--- src/rtl/fr_normalize_if.sv ---
// Port bundle for the FP MAC post-accumulate normalization stage.
// The master side drives accumulator data and flag clear; the slave side returns the result.
interface fr_normalize_if #(
    parameter int unsigned CNT_W = 16
);
    logic             in_valid;
    logic             in_sign;
    logic [8:0]       in_exp;
    logic             in_carry;
    logic [23:0]      in_mant;
    logic [7:0]       lod_count;
    logic             flag_clr;
    logic             out_valid;
    logic [31:0]      out_result;
    logic             out_zero;
    logic             sticky_ovf;
    logic             sticky_unf;
    logic [CNT_W-1:0] out_count;

    modport master (
        output in_valid, in_sign, in_exp, in_carry, in_mant, lod_count, flag_clr,
        input  out_valid, out_result, out_zero, sticky_ovf, sticky_unf, out_count
    );

    modport slave (
        input  in_valid, in_sign, in_exp, in_carry, in_mant, lod_count, flag_clr,
        output out_valid, out_result, out_zero, sticky_ovf, sticky_unf, out_count
    );
endinterface

--- src/rtl/fr_normalize.sv ---
// Two-stage normalization of the MAC accumulator into a packed IEEE-754 single.
// Define FR_ROUND_EN to round-to-nearest-even the carry-out path instead of truncating.
module fr_normalize #(
    parameter int unsigned CNT_W = 16
) (
    input  logic          clock,
    input  logic          resetn,
    fr_normalize_if.slave bus
);

    logic             s1_valid;
    logic             s1_sign;
    logic [8:0]       s1_exp;
    logic             s1_carry;
    logic [23:0]      s1_mant;

    logic             valid_q;
    logic [31:0]      result_q;
    logic             zero_q;
    logic             ovf_q;
    logic             unf_q;
    logic [CNT_W-1:0] count_q;

    logic [7:0]         lod_sat;
    logic [4:0]         shift;
    logic [22:0]        frac;
    logic signed [10:0] e;
    logic               is_zero;
    logic               ovf_ev;
    logic               unf_ev;
    logic [31:0]        result_d;

    always_comb begin
        lod_sat  = (bus.lod_count > 8'd23) ? 8'd23 : bus.lod_count;
        shift    = 5'(8'd23 - lod_sat);
        frac     = '0;
        // One bit of headroom beyond 10 so exp=511 with carry cannot wrap negative.
        e        = '0;
        is_zero  = 1'b0;
        ovf_ev   = 1'b0;
        unf_ev   = 1'b0;
        result_d = '0;

        if (s1_carry) begin
            frac = s1_mant[23:1];
            e    = $signed({2'b00, s1_exp}) + 11'sd1;
`ifdef FR_ROUND_EN
            // Tie with sticky=0: bump only when the kept LSB is odd.
            if (s1_mant[0] && frac[0]) begin
                if (&frac) begin
                    frac = '0;
                    e    = e + 11'sd1;
                end else begin
                    frac = frac + 23'd1;
                end
            end
`endif
        end else if (s1_mant == 24'd0) begin
            is_zero = 1'b1;
        end else begin
            frac = 23'(s1_mant << shift);
            e    = $signed({2'b00, s1_exp}) - $signed({6'b000000, shift});
        end

        if (is_zero) begin
            result_d = {s1_sign, 31'b0};
        end else if (e >= 11'sd255) begin
            result_d = {s1_sign, 8'hFF, 23'b0};
            ovf_ev   = 1'b1;
        end else if (e <= 11'sd0) begin
            result_d = {s1_sign, 31'b0};
            unf_ev   = 1'b1;
            is_zero  = 1'b1;
        end else begin
            result_d = {s1_sign, e[7:0], frac};
        end
    end

    always_ff @(posedge clock or negedge resetn) begin
        if (!resetn) begin
            s1_valid <= 1'b0;
            s1_sign  <= 1'b0;
            s1_exp   <= '0;
            s1_carry <= 1'b0;
            s1_mant  <= '0;
            valid_q  <= 1'b0;
            result_q <= '0;
            zero_q   <= 1'b0;
            ovf_q    <= 1'b0;
            unf_q    <= 1'b0;
            count_q  <= '0;
        end else begin
            s1_valid <= bus.in_valid;
            if (bus.in_valid) begin
                s1_sign  <= bus.in_sign;
                s1_exp   <= bus.in_exp;
                s1_carry <= bus.in_carry;
                s1_mant  <= bus.in_mant;
            end

            valid_q <= s1_valid;
            if (s1_valid) begin
                result_q <= result_d;
                zero_q   <= is_zero;
            end

            if (s1_valid && ovf_ev) begin
                ovf_q <= 1'b1;
            end else if (bus.flag_clr) begin
                ovf_q <= 1'b0;
            end

            if (s1_valid && unf_ev) begin
                unf_q <= 1'b1;
            end else if (bus.flag_clr) begin
                unf_q <= 1'b0;
            end

            if (s1_valid && !(&count_q)) begin
                count_q <= count_q + CNT_W'(1);
            end
        end
    end

    assign bus.out_valid  = valid_q;
    assign bus.out_result = result_q;
    assign bus.out_zero   = zero_q;
    assign bus.sticky_ovf = ovf_q;
    assign bus.sticky_unf = unf_q;
    assign bus.out_count  = count_q;

endmodule

--- src/flat_wrapper.sv ---
// flat-port wrapper written by rule: the top's interface ports become plain ports
module fr_normalize_flat 
#(
    parameter int unsigned CNT_W = 16
)
  (clock, resetn, bus_in_valid, bus_in_sign, bus_in_exp, bus_in_carry, bus_in_mant, bus_lod_count, bus_flag_clr, bus_out_valid, bus_out_result, bus_out_zero, bus_sticky_ovf, bus_sticky_unf, bus_out_count);
  fr_normalize_if #(.CNT_W(CNT_W)) bus_i ();
  input  logic clock;
  input  logic resetn;
  input wire logic [$bits(bus_i.in_valid)-1:0] bus_in_valid;
  input wire logic [$bits(bus_i.in_sign)-1:0] bus_in_sign;
  input wire logic [$bits(bus_i.in_exp)-1:0] bus_in_exp;
  input wire logic [$bits(bus_i.in_carry)-1:0] bus_in_carry;
  input wire logic [$bits(bus_i.in_mant)-1:0] bus_in_mant;
  input wire logic [$bits(bus_i.lod_count)-1:0] bus_lod_count;
  input wire logic [$bits(bus_i.flag_clr)-1:0] bus_flag_clr;
  output wire logic [$bits(bus_i.out_valid)-1:0] bus_out_valid;
  output wire logic [$bits(bus_i.out_result)-1:0] bus_out_result;
  output wire logic [$bits(bus_i.out_zero)-1:0] bus_out_zero;
  output wire logic [$bits(bus_i.sticky_ovf)-1:0] bus_sticky_ovf;
  output wire logic [$bits(bus_i.sticky_unf)-1:0] bus_sticky_unf;
  output wire logic [$bits(bus_i.out_count)-1:0] bus_out_count;
  assign bus_i.in_valid = bus_in_valid;
  assign bus_i.in_sign = bus_in_sign;
  assign bus_i.in_exp = bus_in_exp;
  assign bus_i.in_carry = bus_in_carry;
  assign bus_i.in_mant = bus_in_mant;
  assign bus_i.lod_count = bus_lod_count;
  assign bus_i.flag_clr = bus_flag_clr;
  assign bus_out_valid = bus_i.out_valid;
  assign bus_out_result = bus_i.out_result;
  assign bus_out_zero = bus_i.out_zero;
  assign bus_sticky_ovf = bus_i.sticky_ovf;
  assign bus_sticky_unf = bus_i.sticky_unf;
  assign bus_out_count = bus_i.out_count;
  fr_normalize #(.CNT_W(CNT_W)) u_core (.clock(clock), .resetn(resetn), .bus(bus_i));
endmodule
--- config.mk ---
export PLATFORM = sky130hd
export DESIGN_NAME = fr_normalize_flat
export DESIGN_NICKNAME = d
export VERILOG_FILES = /design/src/rtl/fr_normalize_if.sv /design/src/rtl/fr_normalize.sv /design/src/flat_wrapper.sv
export SDC_FILE = /design/constraint.sdc
export NUM_CORES = 1
export LEC_CHECK = 0
export BUFFER_PORTS_ARGS = -buffer_cell sky130_fd_sc_hd__buf_2
export CAP_MARGIN = 20
export CORE_MARGIN = 5
export CORE_UTILIZATION = 25
export DETAILED_ROUTE_END_ITERATION = 12
export RECOVER_POWER = 50
export SLEW_MARGIN = 25
export SYNTH_ARGS = -nofsm -noshare
export SYNTH_HDL_FRONTEND = slang
export SYNTH_SLANG_ARGS = --single-unit
export TNS_END_PERCENT = 100
--- constraint.sdc ---
create_clock -name clock -period 8.4 [get_ports clock]
set_input_delay 1.68 -clock clock [delete_from_list [all_inputs] [get_ports clock]]
set_output_delay 1.68 -clock clock [all_outputs]
set_load 0.01 [all_outputs]
# After elaboration in Yosys (flattened, before gate mapping)
# Index checks and enable logic that the tools add are counted.
[word_totals]
out_inout_bits = 52
reg_bits = 88
wordCells = 46
inputBits = 47
[classes]
magnitude_cmp = 3
shift = 1
addsub = 4
n_mux = 19
reduce_logical = 8
[op_table]
columns = ["operator", "count"]
rows = [
  ["two-way mux 31 bit", 3],
  ["two-way mux 23 bit", 2],
  ["logical NOT 24 bit", 1],
  ["<< shifter 24 x 5 -> 23 bit", 1],
  ["two-way mux 11 bit", 2],
  ["adder 16 x 1 -> 16 bit (second input constant)", 1],
  ["AND reduction 16 bit", 1],
  [">= comparator 11 x 9 -> 1 bit (second input constant)", 1],
  ["less-or-equal comparator 11 x 1 -> 1 bit (second input constant)", 1],
  ["two-way mux 1 bit", 11],
  ["adder 9 x 1 -> 10 bit (second input constant)", 1],
  ["subtractor 9 x 5 -> 10 bit", 1],
  ["> comparator 8 x 5 -> 1 bit (second input constant)", 1],
  ["two-way mux 5 bit", 1],
  ["subtractor 5 bit (first input constant)", 1],
  ["nonzero test 2 bit", 2],
  ["logical AND 1 bit", 3],
  ["logical NOT 1 bit", 1],
]

# Depth between registers and ports, before layout
# Gate-level depths: netlist (run 1).
[depth]
depth_word = 12
depth_mapped = 16
depth_no_buf = 14

# Worst setup path before layout (run 1)
# No wires, ideal clock.
[synth_timing]
path_kind = "input to register"
from = "input port bus_lod_count[3]"
to = "register u_core.result_q[13] (netlist: u_core.bus.out_result[13])"
t_arrival_ns = 5.775
path_stages = 16
setup_time_ns = 0.142
slack_ns = 2.484
path_buffers = 2
t_required_ns = 8.258
path_cell_list = "a2111oi_2 nand2b_1 inv_2 buf_1 ha_1 inv_1 fa_1 a21o_1 a21oi_1 mux2_2 or3_2 a211oi_1 a41oi_4 o311ai_4 buf_6 o22ai_1"
[synth_via]
elab_chain_len = 10
word_cells_on_any_way = 14
cone_classes = "2 x add/sub; 3 x order compare; 1 x shift; 8 x mux"
[synth_lines]
columns = ["item", "line", "source"]
rows = [
  ["from (decl)", "flat_wrapper.sv:15", "input wire logic [$bits(bus_i.lod_count)-1:0] bus_lod_count;"],
  ["> comparator 8 x 5 -> 1 bit", "fr_normalize.sv:34", "lod_sat = (bus.lod_count > 8'd23) ? 8'd23 : bus.lod_count;"],
  ["two-way mux 5 bit *", "fr_normalize.sv:34", ""],
  ["subtractor 5 bit *", "fr_normalize.sv:35", "shift = 5'(8'd23 - lod_sat);"],
  ["subtractor 9 x 5 -> 10 bit", "fr_normalize.sv:62", "e = $signed({2'b00, s1_exp}) - $signed({6'b000000, shift});"],
  ["two-way mux 11 bit", "fr_normalize.sv:58", "end else if (s1_mant == 24'd0) begin"],
  ["two-way mux 11 bit", "fr_normalize.sv:44", "if (s1_carry) begin"],
  ["less-or-equal comparator 11 x 1 -> 1 bit", "fr_normalize.sv:70", "end else if (e <= 11'sd0) begin"],
  ["two-way mux 31 bit", "fr_normalize.sv:70", ""],
  ["two-way mux 31 bit *", "fr_normalize.sv:67", "end else if (e >= 11'sd255) begin"],
  ["two-way mux 31 bit *", "fr_normalize.sv:65", "if (is_zero) begin"],
  ["to (signal assigned)", "fr_normalize.sv:103", "result_q <= result_d;"],
  ["to (decl)", "fr_normalize.sv:18", "logic [31:0] result_q;"],
]
# Mark *: on every way between the ends. The rest lies on a longest branch, timed or not.
# A chain may end at the register's enable or synchronous reset.

# Final worst setup path (run 1)
[layout_timing]
from = "input port bus_lod_count[3]"
to = "register u_core.result_q[14] (netlist: u_core.bus.out_result[14])"
# Same word-level chain as after synthesis.

==> flow_metrics.py, run 1 <==
metrics = {
    "routing": {
        "drcViolationCount": 0,
        "firstDrtPassIters": 5,
        "ant_nets": 0,
        "via_count": 4911,
        "routed_via_density": 5.132,
        "drt_iter0_markers": 385,
        "wl_um": 17290,
        "wire_per_inst_um": 18.07,
    },
    "global_route": {
        "grt_pass1_vias": 4730,
        "antenna_found_initial": 0,
        "grt_pass1_wl_um": 27410,
        "overflow": 0,
        "track_usage_pct": 13.37,
        "grt_start_max_net_pins": 56,
    },
    "final_layout": {
        "drive_above_1_share_pct": 25.89,
        "syn_to_final_growth_pct": 16.85,
        "diodes": 0,
        "fin_util_pct": 29.42,
        "fin_nets": 721,
    },
    "die": {
        "die_area_mm2": 0.02578,
        "die_h_um": 160.6,
        "io_pins": 99,
        "core_area_mm2": 0.02250,
        "die_w_um": 160.6,
        "row_count": 55,
        "initial_core_util_pct": 25.18,
    },
    "clock_network": {
        "postCtsSetupRepairBufs": 0,
        "cts_root_buffer": "clkbuf_16",
        "cts_hold_buffers": 0,
        "htreeDepth": 3,
        "numCtsBuffers": 9,
        "cts.reportedPaths.clkPinSlew_ns": 0.07,
        "cts_buffer_depth": 2,
        "cts_sinks": 88,
        "clk_latency_ns": 0.36,
        "cts_tree": "yes",
        "cts_resized": 0,
    },
    "worst_setup_path": {
        "worstPathRequired_ns": 8.57,
        "r2r-start": "u_core.s1_exp[0]$_DFFE_PN0P_",
        "critPathMaxFanout": 24,
        "cp-start-kind": "primary input",
        "ff2ff_setup_slack_ns": 4.56,
        "cp-startpoint": "bus_lod_count[3]",
        "cp_common_cell": "buf_4",
        "crit_path_end_kind": "register",
        "critPathArrivalTime_ns": 6.61,
        "worstSetupPathType": "in2reg",
        "cp_cell_sequence": "buf_2, a2111oi_2, nand2b_1, buf_4, inv_2, buf_4, ha_1, inv_1, fa_1, a21o_1, a21oi_1, mux2_2, or3_2, a211oi_1, a41oi_4, o311ai_4, buf_4, o32ai_1",
        "cp_slowest_stage_delay_ns": 0.95,
        "slowest_stage": "a2111oi_2",
    },
    "power_and_ir_drop": {
        "internal_power_w": 0.0008761,
        "p_sw_share_pct": 34.91,
        "leakagePower_nw": 2.901,
        "pwr-share-comb_pct": 26.9,
        "powerDensity_mw_per_mm2": 203.3,
        "pwr-share-clk_pct": 31.4,
        "seqPwrFrac_pct": 41.6,
        "p_sw_w": 0.0004698,
        "vdd_drop_max_uv": 74.40,
    },
    "yosys": {
        "yosysSeqAreaShare_pct": 38.86,
        "yosysWarnings": 0,
        "ys_dominant_reg_cell": "dfrtp_1",
        "postSynthAreaPerCell_um2": 9.654,
        "async_reset_ff_share_pct": 100.0,
        "synth_nets": 641,
        "ys_ff_latch": 88,
        "syn-cell-area_mm2": 0.005667,
        "yosysUniqueCellTypes": 76,
        "synth_edf_count": 0,
        "syn_inst": 587,
    },
    "timing": {
        "fin_ws_ns": 1.957,
        "hold_slack_ns": 0.4856,
        "maxClockFrequency_mhz": 155.2,
        "finalSetupViolations": 0,
        "hold_viol_final": 0,
        "rsz0062_at_grt": "no",
        "tightest_slew_ns": 3.150,
        "fin_crit_ns": 6.443,
        "skew_ns": 0.008161,
        "setup_tns_ns": 0,
        "relSlewSlack_pct": -110.0,
        "min_period_over_period_pct": 76.70,
        "maxSlewViolCount": 131,
    },
    "run": {
        "drv_cap": 3,
    },
    "place": {
        "port_buffers": 98,
        "gp_congestion": 0.9119,
        "pre_cts_slack_ns": 1.685,
        "dp_hpwl_um": 12940,
    },
    "status": {
        "violations": "capacitance limit, slew limit",
        "status": "finished, violations left",
    },
    "worst_hold_path": {
        "hold_class": "reg2reg",
        "min-delay-start": "u_core.bus.out_count[10]$_DFFE_PN0P_",
    },
}
sequential cells by signal, indices dropped and copies added, names as in the netlist:
signal / cells
u_core.s1_carry: 1
u_core.bus.sticky_ovf: 1
u_core.bus.out_zero: 1
u_core.s1_sign: 1
u_core.bus.out_count: 16
u_core.bus.out_result: 32
u_core.s1_valid: 1
u_core.bus.out_valid: 1
u_core.bus.sticky_unf: 1
u_core.s1_mant: 24
u_core.s1_exp: 9
metal layers:
metal,GRT usage (%),vias to the layer above,wire [um]
met4,3.598,0,366
met2,20.93,183,7833
met1,18.13,2356,7794
li1,-,2347,-
met3,3.823,25,1298
met5,0,-,0
stage by stage:
step	cell area [um^2]	std cells	total power, W
2_1_floorplan	5667	587	0.0007942
3_3_place_gp	6344	941	0.0009320
3_5_place_dp	6344	941	0.0009347
4_1_cts	6648	957	0.001365
5_1_grt	6621	957	0.001428
6_report	6621	957	0.001346
path summary, 6_finish.rpt:
kind                                                         end  cells past startpoint
max                        u_core.bus.out_result[14]$_DFFE_PN0P_                     18
min                         u_core.bus.out_count[10]$_DFFE_PN0P_                      1
max reg2reg                u_core.bus.out_result[14]$_DFFE_PN0P_                     13
min reg2reg                 u_core.bus.out_count[10]$_DFFE_PN0P_                      1
max in group asynchronous             u_core.s1_sign$_DFFE_PN0P_                      2
min in group asynchronous           u_core.s1_exp[2]$_DFFE_PN0P_                      1
final cells by class:
type,count,area [um^2]
multi-input cells,430,3115
flip-flops and latches,88,2202
well taps,285,356.6
repair buffers,105,519.2
inverters,33,123.9
fillers,2350,15880
clock buffers,10,229.0
clock inverters,6,75.07
power groups by stage:
stage	combinational, W	clock [W]	sequential (W)
3_3_place_gp	0.000365	0	0.000567
4_1_cts	0.000370	0.000436	0.000559
6_report	0.000363	0.000423	0.000560
2_1_floorplan	0.000229	0	0.000566
5_1_grt	0.000402	0.000455	0.000571
3_5_place_dp	0.000368	0	0.000567
critical path: cells and delay by family:
kind / cells / cell delay [ns]
and+or+nand+nor: 2 / 0.58
buffers and inverters: 6 / 1.16
muxes: 1 / 0.38
adders and majority gates: 2 / 0.64
AOI/OAI and AO/OA: 7 / 2.16
synthesized netlist by cell type (4+ instances only):
cell type / number / share of area (%)
xnor2_1: 16 / 2.5
a221oi_1: 8 / 1.2
o221ai_1: 5 / 0.77
nand2_1: 53 / 3.5
o22ai_1: 18 / 2.0
o21ai_1: 5 / 0.44
dfrtp_1: 88 / 39
o2bb2ai_1: 10 / 1.5
mux2_2: 42 / 8.3
inv_1: 31 / 2.1
nor4_1: 9 / 0.99
nor2_1: 44 / 2.9
buf_6: 7 / 1.4
o32ai_1: 7 / 1.1
clkbuf_1: 15 / 0.99
o22ai_2: 7 / 1.5
buf_2: 4 / 0.35
a211oi_1: 4 / 0.53
nor3_1: 10 / 0.88
and3_1: 5 / 0.55
o21ai_0: 17 / 1.5
ha_1: 6 / 1.3
buf_4: 4 / 0.53
nand4_1: 11 / 1.2
nand3_1: 25 / 2.2
mux2i_1: 38 / 6.7
a21oi_1: 28 / 2.5
kinds of logic after synthesis:
| kind of cell | Yosys count | synth area share [%] |
|---|---|---|
| AO/OA/AOI/OAI | 146 | 19.98 |
| AND/OR/NAND/NOR | 177 | 15.08 |
| buffers and inverters | 69 | 6.160 |
| XOR/XNOR | 18 | 2.782 |
| flip-flops | 88 | 38.86 |
| multiplexers | 81 | 15.26 |
| adder cells (fa/ha/maj) | 8 | 1.877 |
placed cells by master (no fill, tap or decap), drive strengths merged, types with 2 or more instances in the layout:
cell type  synthesis  routed
buf               18      90
dfrtp             88      88
nand2             53      53
nor2              45      45
mux2              43      43
mux2i             38      38
inv               33      36
a21oi             28      28
nand3             25      25
o22ai             25      25
clkbuf            17      25
o21ai             24      24
xnor2             16      16
nand4             11      11
nor3              10      10
o2bb2ai           10      10
nor4               9       9
a221oi             8       8
o32ai              7       7
ha                 6       6
and3               5       5
o221ai             5       5
a211oi             4       4
a22oi              4       4
nand2b             3       3
a21o               3       3
o211ai             3       3
and4               3       3
a31oi              3       3
or2                3       3
or3                3       3
or4                2       2
a31o               2       2
o31ai              2       2
xor2               2       2
o21a               2       2
a2111oi            2       2
a32oi              2       2
o31a               2       2
Power figures use the tool's default switching activity.
==> inputs of run 2 (changes only) <==
Settings changed: ABC_AREA set to 1.
Clock period 8.4 ns to 6.3 ns, I/O delays scaled along.
==> run 2 against run 1 <==
  * The flow still finishes with violations (capacitance limit, slew limit)
  * Clock power is 40% higher
  * Register-to-register slack worse by 1.2 ns
  * Wire length shrank 7.9%
  * Non-clock buffer count is 4 lower
  * Die area decreased by 3.7%
==> flow_metrics.py, run 2 <==
metrics = {
    "place": {
        "port_buffers": 98,
        "dp_hpwl_um": 12550,
        "gp_congestion": 0.9652,
    },
    "routing": {
        "wire_per_inst_um": 13.95,
        "firstDrtPassIters": 5,
        "routed_via_density": 4.535,
        "drt_iter0_markers": 324,
        "wl_um": 15920,
        "ant_nets": 0,
        "via_count": 5174,
        "drcViolationCount": 0,
    },
    "worst_setup_path": {
        "worstSetupPathType": "in2reg",
        "worstPathRequired_ns": 6.54,
        "critPathMaxFanout": 13,
        "cp-start-kind": "primary input",
        "critPathArrivalTime_ns": 4.50,
        "r2r-end": "u_core.bus.out_result[16]$_DFFE_PN0P_",
        "ff2ff_setup_slack_ns": 3.36,
        "r2r_cells": 11,
        "cp-startpoint": "bus_lod_count[7]",
        "crit_path_end_kind": "register",
        "r2r-start": "u_core.s1_carry$_DFFE_PN0P_",
        "crit_end": "u_core.bus.out_result[15]$_DFFE_PN0P_",
    },
    "yosys": {
        "syn_inst": 773,
        "async_reset_ff_share_pct": 100.0,
        "synth.area.top_cells": "dfrtp_1, nand2_1, o21ai_0",
        "yosysMostFrequentCell": "nand2_1",
        "yosysTopAreaCellShare_pct": 40.47,
        "synth_common_cells": "nand2_1, dfrtp_1, o21ai_0",
        "yosys.area.top_type": "dfrtp_1",
        "yosysUniqueCellTypes": 42,
        "ys_ff_latch": 88,
        "synth_nets": 827,
        "syn-cell-area_mm2": 0.005441,
        "yosysWarnings": 0,
        "yosysSeqAreaShare_pct": 40.47,
        "synth_edf_count": 0,
        "postSynthAreaPerCell_um2": 7.039,
        "ys_dominant_reg_cell": "dfrtp_1",
    },
    "die": {
        "die_area_mm2": 0.02482,
        "die_w_um": 157.5,
        "initial_core_util_pct": 25.17,
        "io_pins": 99,
        "core_area_mm2": 0.02162,
        "row_count": 54,
        "die_h_um": 157.5,
    },
    "status": {
        "status": "finished, violations left",
        "violations": "capacitance limit, slew limit",
    },
    "clock_network": {
        "cts_tree": "yes",
        "clk_latency_ns": 0.35,
        "cts_root_buffer": "clkbuf_16",
        "numCtsBuffers": 9,
        "cts_hold_buffers": 0,
        "cts.reportedPaths.clkPinSlew_ns": 0.07,
        "htreeDepth": 3,
        "cts_sinks": 88,
        "cts_buffer_depth": 2,
        "cts_resized": 0,
        "postCtsSetupRepairBufs": 0,
    },
    "timing": {
        "finalSetupViolations": 0,
        "setup_tns_ns": 0,
        "skew_ns": 0.01065,
        "rsz0062_at_grt": "no",
        "fin_crit_ns": 4.264,
        "maxClockFrequency_mhz": 234.5,
        "relSlewSlack_pct": -67.29,
        "tightest_slew_ns": 2.509,
        "hold_viol_final": 0,
        "maxSlewViolCount": 140,
        "min_period_over_period_pct": 67.68,
    },
    "run": {
        "drv_cap": 3,
    },
    "global_route": {
        "overflow": 0,
        "grt_pass1_vias": 4947,
        "antenna_found_initial": 0,
        "grt_start_max_net_pins": 68,
        "track_usage_pct": 13.08,
        "grt_pass1_wl_um": 25880,
    },
    "worst_hold_path": {
        "hold_class": "reg2reg",
    },
    "power_and_ir_drop": {
        "powerDensity_mw_per_mm2": 270.1,
        "vdd_drop_max_uv": 116.5,
        "leakagePower_nw": 3.302,
        "finalPower_w": 0.001748,
    },
    "final_layout": {
        "final_common_cell": "nand2_1",
        "fillers": 2441,
        "diodes": 0,
        "drive_above_1_share_pct": 14.29,
        "fin_nets": 910,
        "syn_to_final_growth_pct": 18.97,
        "final_cell_mix": "nand2_1, dfrtp_1, buf_2",
        "largest_register_ff_count": 32,
    },
}
==> run 2: cell type report <==
cell class,count,area [um^2],area share [%]
sequential,88,2202,34.02
clock buffer,10,229.0,3.537
multi-input combinational,590,2868,44.30
tap,280,350.3,5.412
clock inverter,6,95.09,1.469
inverter,66,247.7,3.827
timing repair buffer,101,481.7,7.441
==> run 2: cell families after synthesis <==
group,synth area share [%]
compound gates,12.10
xor+xnor,2.575
fa+ha+maj,1.748
buf+inv,6.829
flops,40.47
mux,1.403
simple gates,34.88
==> run 2: critical path: stages <==
cell and delay (ns):
buf_2 0.13, nor2_8 0.17, nand2_1 0.28, nor2_1 0.61
inv_1 0.25, ha_1 0.40, nand3_1 0.09, nand3_1 0.11
nand3_2 0.13, a21oi_1 0.21, o21bai_1 0.12, nor2_1 0.13
nand3_2 0.15, nand2_1 0.12, nand2_1 0.14, nand2_1 0.12
nand2_1 0.05
==> run 2: how the worst min path moves through the flow <==
stage / slack (ns) / to / from / cells past startpoint
finish: 0.48 / u_core.bus.out_result[10]$_DFFE_PN0P_ / u_core.bus.out_result[10]$_DFFE_PN0P_ / 2
global route: 0.51 / u_core.bus.out_count[3]$_DFFE_PN0P_ / u_core.bus.out_count[3]$_DFFE_PN0P_ / 1
CTS: 0.48 / u_core.bus.out_result[11]$_DFFE_PN0P_ / u_core.bus.out_result[11]$_DFFE_PN0P_ / 2
detailed placement: 0.46 / u_core.bus.out_result[11]$_DFFE_PN0P_ / u_core.bus.out_result[11]$_DFFE_PN0P_ / 2
global placement: 0.46 / u_core.bus.out_result[5]$_DFFE_PN0P_ / u_core.bus.out_result[5]$_DFFE_PN0P_ / 2
floorplan: 0.42 / u_core.bus.out_valid$_DFF_PN0_ / u_core.s1_valid$_DFF_PN0_ / 0
==> run 2: layer usage <==
| metal | track usage [%] | part of all wire, % | wire length [um] | vias up |
|---|---|---|---|---|
| li1 | - | - | - | 2668 |
| met1 | 18.32 | 49 | 7743 | 2378 |
| met2 | 20.35 | 45 | 7121 | 116 |
| met3 | 2.365 | 5.2 | 823 | 12 |
| met4 | 4.465 | 1.5 | 234 | 0 |
| met5 | 0 | 0 | 0 | - |
==> run 2: power breakdown <==
| part | internal, W | switching, W | leakage [nW] |
|---|---|---|---|
| Sequential | 0.000646 | 0.0000751 | 1.10 |
| Combinational | 0.000158 | 0.000277 | 2.04 |
| Clock | 0.000353 | 0.000238 | 0.158 |
| Total | 0.00116 | 0.000590 | 3.30 |
==> run 2: metrics by stage <==
stage               worst slack (ns)  cell area [um^2]  std cells  util, %  hold slack, ns
floorplan                      2.447              5441        773        -          0.4183
global placement               1.769              6183       1125    28.60          0.4607
detailed placement             1.716              6183       1125    28.60          0.4597
CTS                            2.072              6507       1141    30.10          0.4792
global route                   1.690              6474       1141    29.94          0.5071
finish                         2.036              6474       1141    29.94          0.4750
==> inputs of run 3 (changes only) <==
Clock period 6.3 ns to 4.4 ns, I/O delays scaled along.
==> run 3 against run 2 <==
  * The flow still finishes with violations (capacitance limit, slew limit)
  * Register-to-register slack got worse by 2.0 ns
  * Sequential power rose by 43%
  * Cell count up 0.44%
  * Clock skew hardly changed
  * Flip-flop and latch count is the same
  * Sequential share of layout area fell by 0.092 points
  * First-iteration DRC count rose by 1.5%
  * Cell area up 0.27%
==> flow_metrics.py, run 3 (synthesis results as in run 2) <==
metrics = {
    "global_route": {
        "grt_pass1_wl_um": 25830,
        "antenna_found_initial": 0,
        "track_usage_pct": 13.10,
        "grt_pass1_vias": 4934,
        "grt_start_max_net_pins": 65,
        "overflow": 0,
    },
    "timing": {
        "hold_viol_final": 0,
        "maxClockFrequency_mhz": 302.1,
        "fin_crit_ns": 3.310,
        "relSlewSlack_pct": -13.64,
        "min_period_over_period_pct": 75.22,
        "rsz0062_at_grt": "no",
        "tightest_slew_ns": 1.705,
        "maxSlewViolCount": 145,
        "setup_tns_ns": 0,
        "skew_ns": 0.01097,
        "finalSetupViolations": 0,
    },
    "final_layout": {
        "fin_util_pct": 30.02,
        "syn_to_final_growth_pct": 19.29,
        "drive_above_1_share_pct": 16.40,
        "post-route-cell-area_mm2": 0.006491,
        "fin_cells": 1146,
        "final_common_cell": "nand2_1",
        "final_cell_mix": "nand2_1, buf_2, dfrtp_1",
        "largest_register_ff_count": 32,
        "diodes": 0,
        "fin_nets": 915,
    },
    "place": {
        "gp_congestion": 0.9494,
        "dp_hpwl_um": 12580,
        "dp.cells": 1130,
        "post_dp_cell_area_mm2": 0.006221,
        "port_buffers": 98,
    },
    "routing": {
        "ant_nets": 0,
        "via_count": 5164,
        "wire_per_inst_um": 13.85,
        "drt_iter0_markers": 329,
        "wl_um": 15880,
        "drcViolationCount": 0,
        "routed_via_density": 4.506,
        "firstDrtPassIters": 5,
    },
    "clock_network": {
        "clk_latency_ns": 0.36,
        "cts.reportedPaths.clkPinSlew_ns": 0.07,
        "cts_resized": 0,
        "htreeDepth": 3,
        "cts_tree": "yes",
        "cts_hold_buffers": 0,
        "cts_sinks": 88,
        "cts_root_buffer": "clkbuf_16",
        "cts_buffer_depth": 2,
        "numCtsBuffers": 9,
        "postCtsSetupRepairBufs": 0,
    },
    "worst_setup_path": {
        "critPathArrivalTime_ns": 3.60,
        "critPathMaxFanout": 29,
        "worstSetupPathType": "in2reg",
        "cp-start-kind": "primary input",
        "worstPathRequired_ns": 4.69,
        "crit_path_end_kind": "register",
    },
    "die": {
        "core_area_mm2": 0.02162,
        "row_count": 54,
        "initial_core_util_pct": 25.17,
        "die_area_mm2": 0.02482,
        "io_pins": 99,
        "die_w_um": 157.5,
        "die_h_um": 157.5,
    },
    "status": {
        "status": "finished, violations left",
        "violations": "capacitance limit, slew limit",
    },
    "power_and_ir_drop": {
        "powerDensity_mw_per_mm2": 371.8,
        "leakagePower_nw": 3.352,
        "finalPower_w": 0.002413,
        "vdd_drop_max_uv": 135.7,
    },
    "worst_hold_path": {
        "hold_class": "reg2reg",
    },
    "run": {
        "drv_cap": 3,
    },
}
## run 3: area by class of cell
class,count,area [um^2]
fillers,2437,15130
multi-input cells,590,2868
flip-flops and latches,88,2202
repair buffers,106,535.5
well taps,280,350.3
inverters,66,247.7
clock buffers,9,225.2
clock inverters,7,62.56
## run 3: per-layer routing
metal	up-vias	wire length (um)	track usage (%)
li1	2682	-	-
met1	2346	7914	18.81
met2	115	6915	19.78
met3	21	747	2.805
met4	0	297	3.892
met5	-	0	0
## run 3: metrics by stage
step / setup slack [ns] / hold WS (ns)
floorplan: 0.9266 / 0.4183
global placement: 0.8250 / 0.4605
detailed placement: 0.7512 / 0.4622
CTS: 1.115 / 0.4800
global route: 0.7734 / 0.5026
finish: 1.090 / 0.4733
## run 3: worst paths after layout
check | from | cells past startpoint | endpoint | slack [ns]
worst max-delay path | bus_lod_count[7] | 17 | u_core.bus.out_result[21]$_DFFE_PN0P_ | 1.09
worst min-delay path | u_core.bus.out_result[19]$_DFFE_PN0P_ | 2 | u_core.bus.out_result[19]$_DFFE_PN0P_ | 0.47
worst max register to register | u_core.s1_carry$_DFFE_PN0P_ | 11 | u_core.bus.out_result[21]$_DFFE_PN0P_ | 1.39
worst min register to register | u_core.bus.out_result[19]$_DFFE_PN0P_ | 2 | u_core.bus.out_result[19]$_DFFE_PN0P_ | 0.47
max in group asynchronous | resetn | 2 | u_core.bus.out_result[3]$_DFFE_PN0P_ | 1.44
min in group asynchronous | resetn | 1 | u_core.s1_mant[23]$_DFFE_PN0P_ | 0.95
## run 3: power breakdown
part	internal (W)	switching [W]	leakage (nW)
clock	0.000396	0.000355	0.144
sequential	0.000925	0.000103	1.10
combinational	0.000234	0.000400	2.11
total	0.00155	0.000858	3.35
## run 3: critical path, cell delays in order
cell	delay, ns
buf_2	0.13
nor2_8	0.17
nand3_1	0.16
nor2_4	0.14
inv_2	0.19
fa_1	0.49
nand3_1	0.11
nand3_1	0.11
nand3_2	0.13
nand2_1	0.06
o21ai_1	0.26
nor2_1	0.09
nand3_2	0.15
nand2_2	0.11
nor2_8	0.25
nand2_1	0.10
nand2_1	0.07
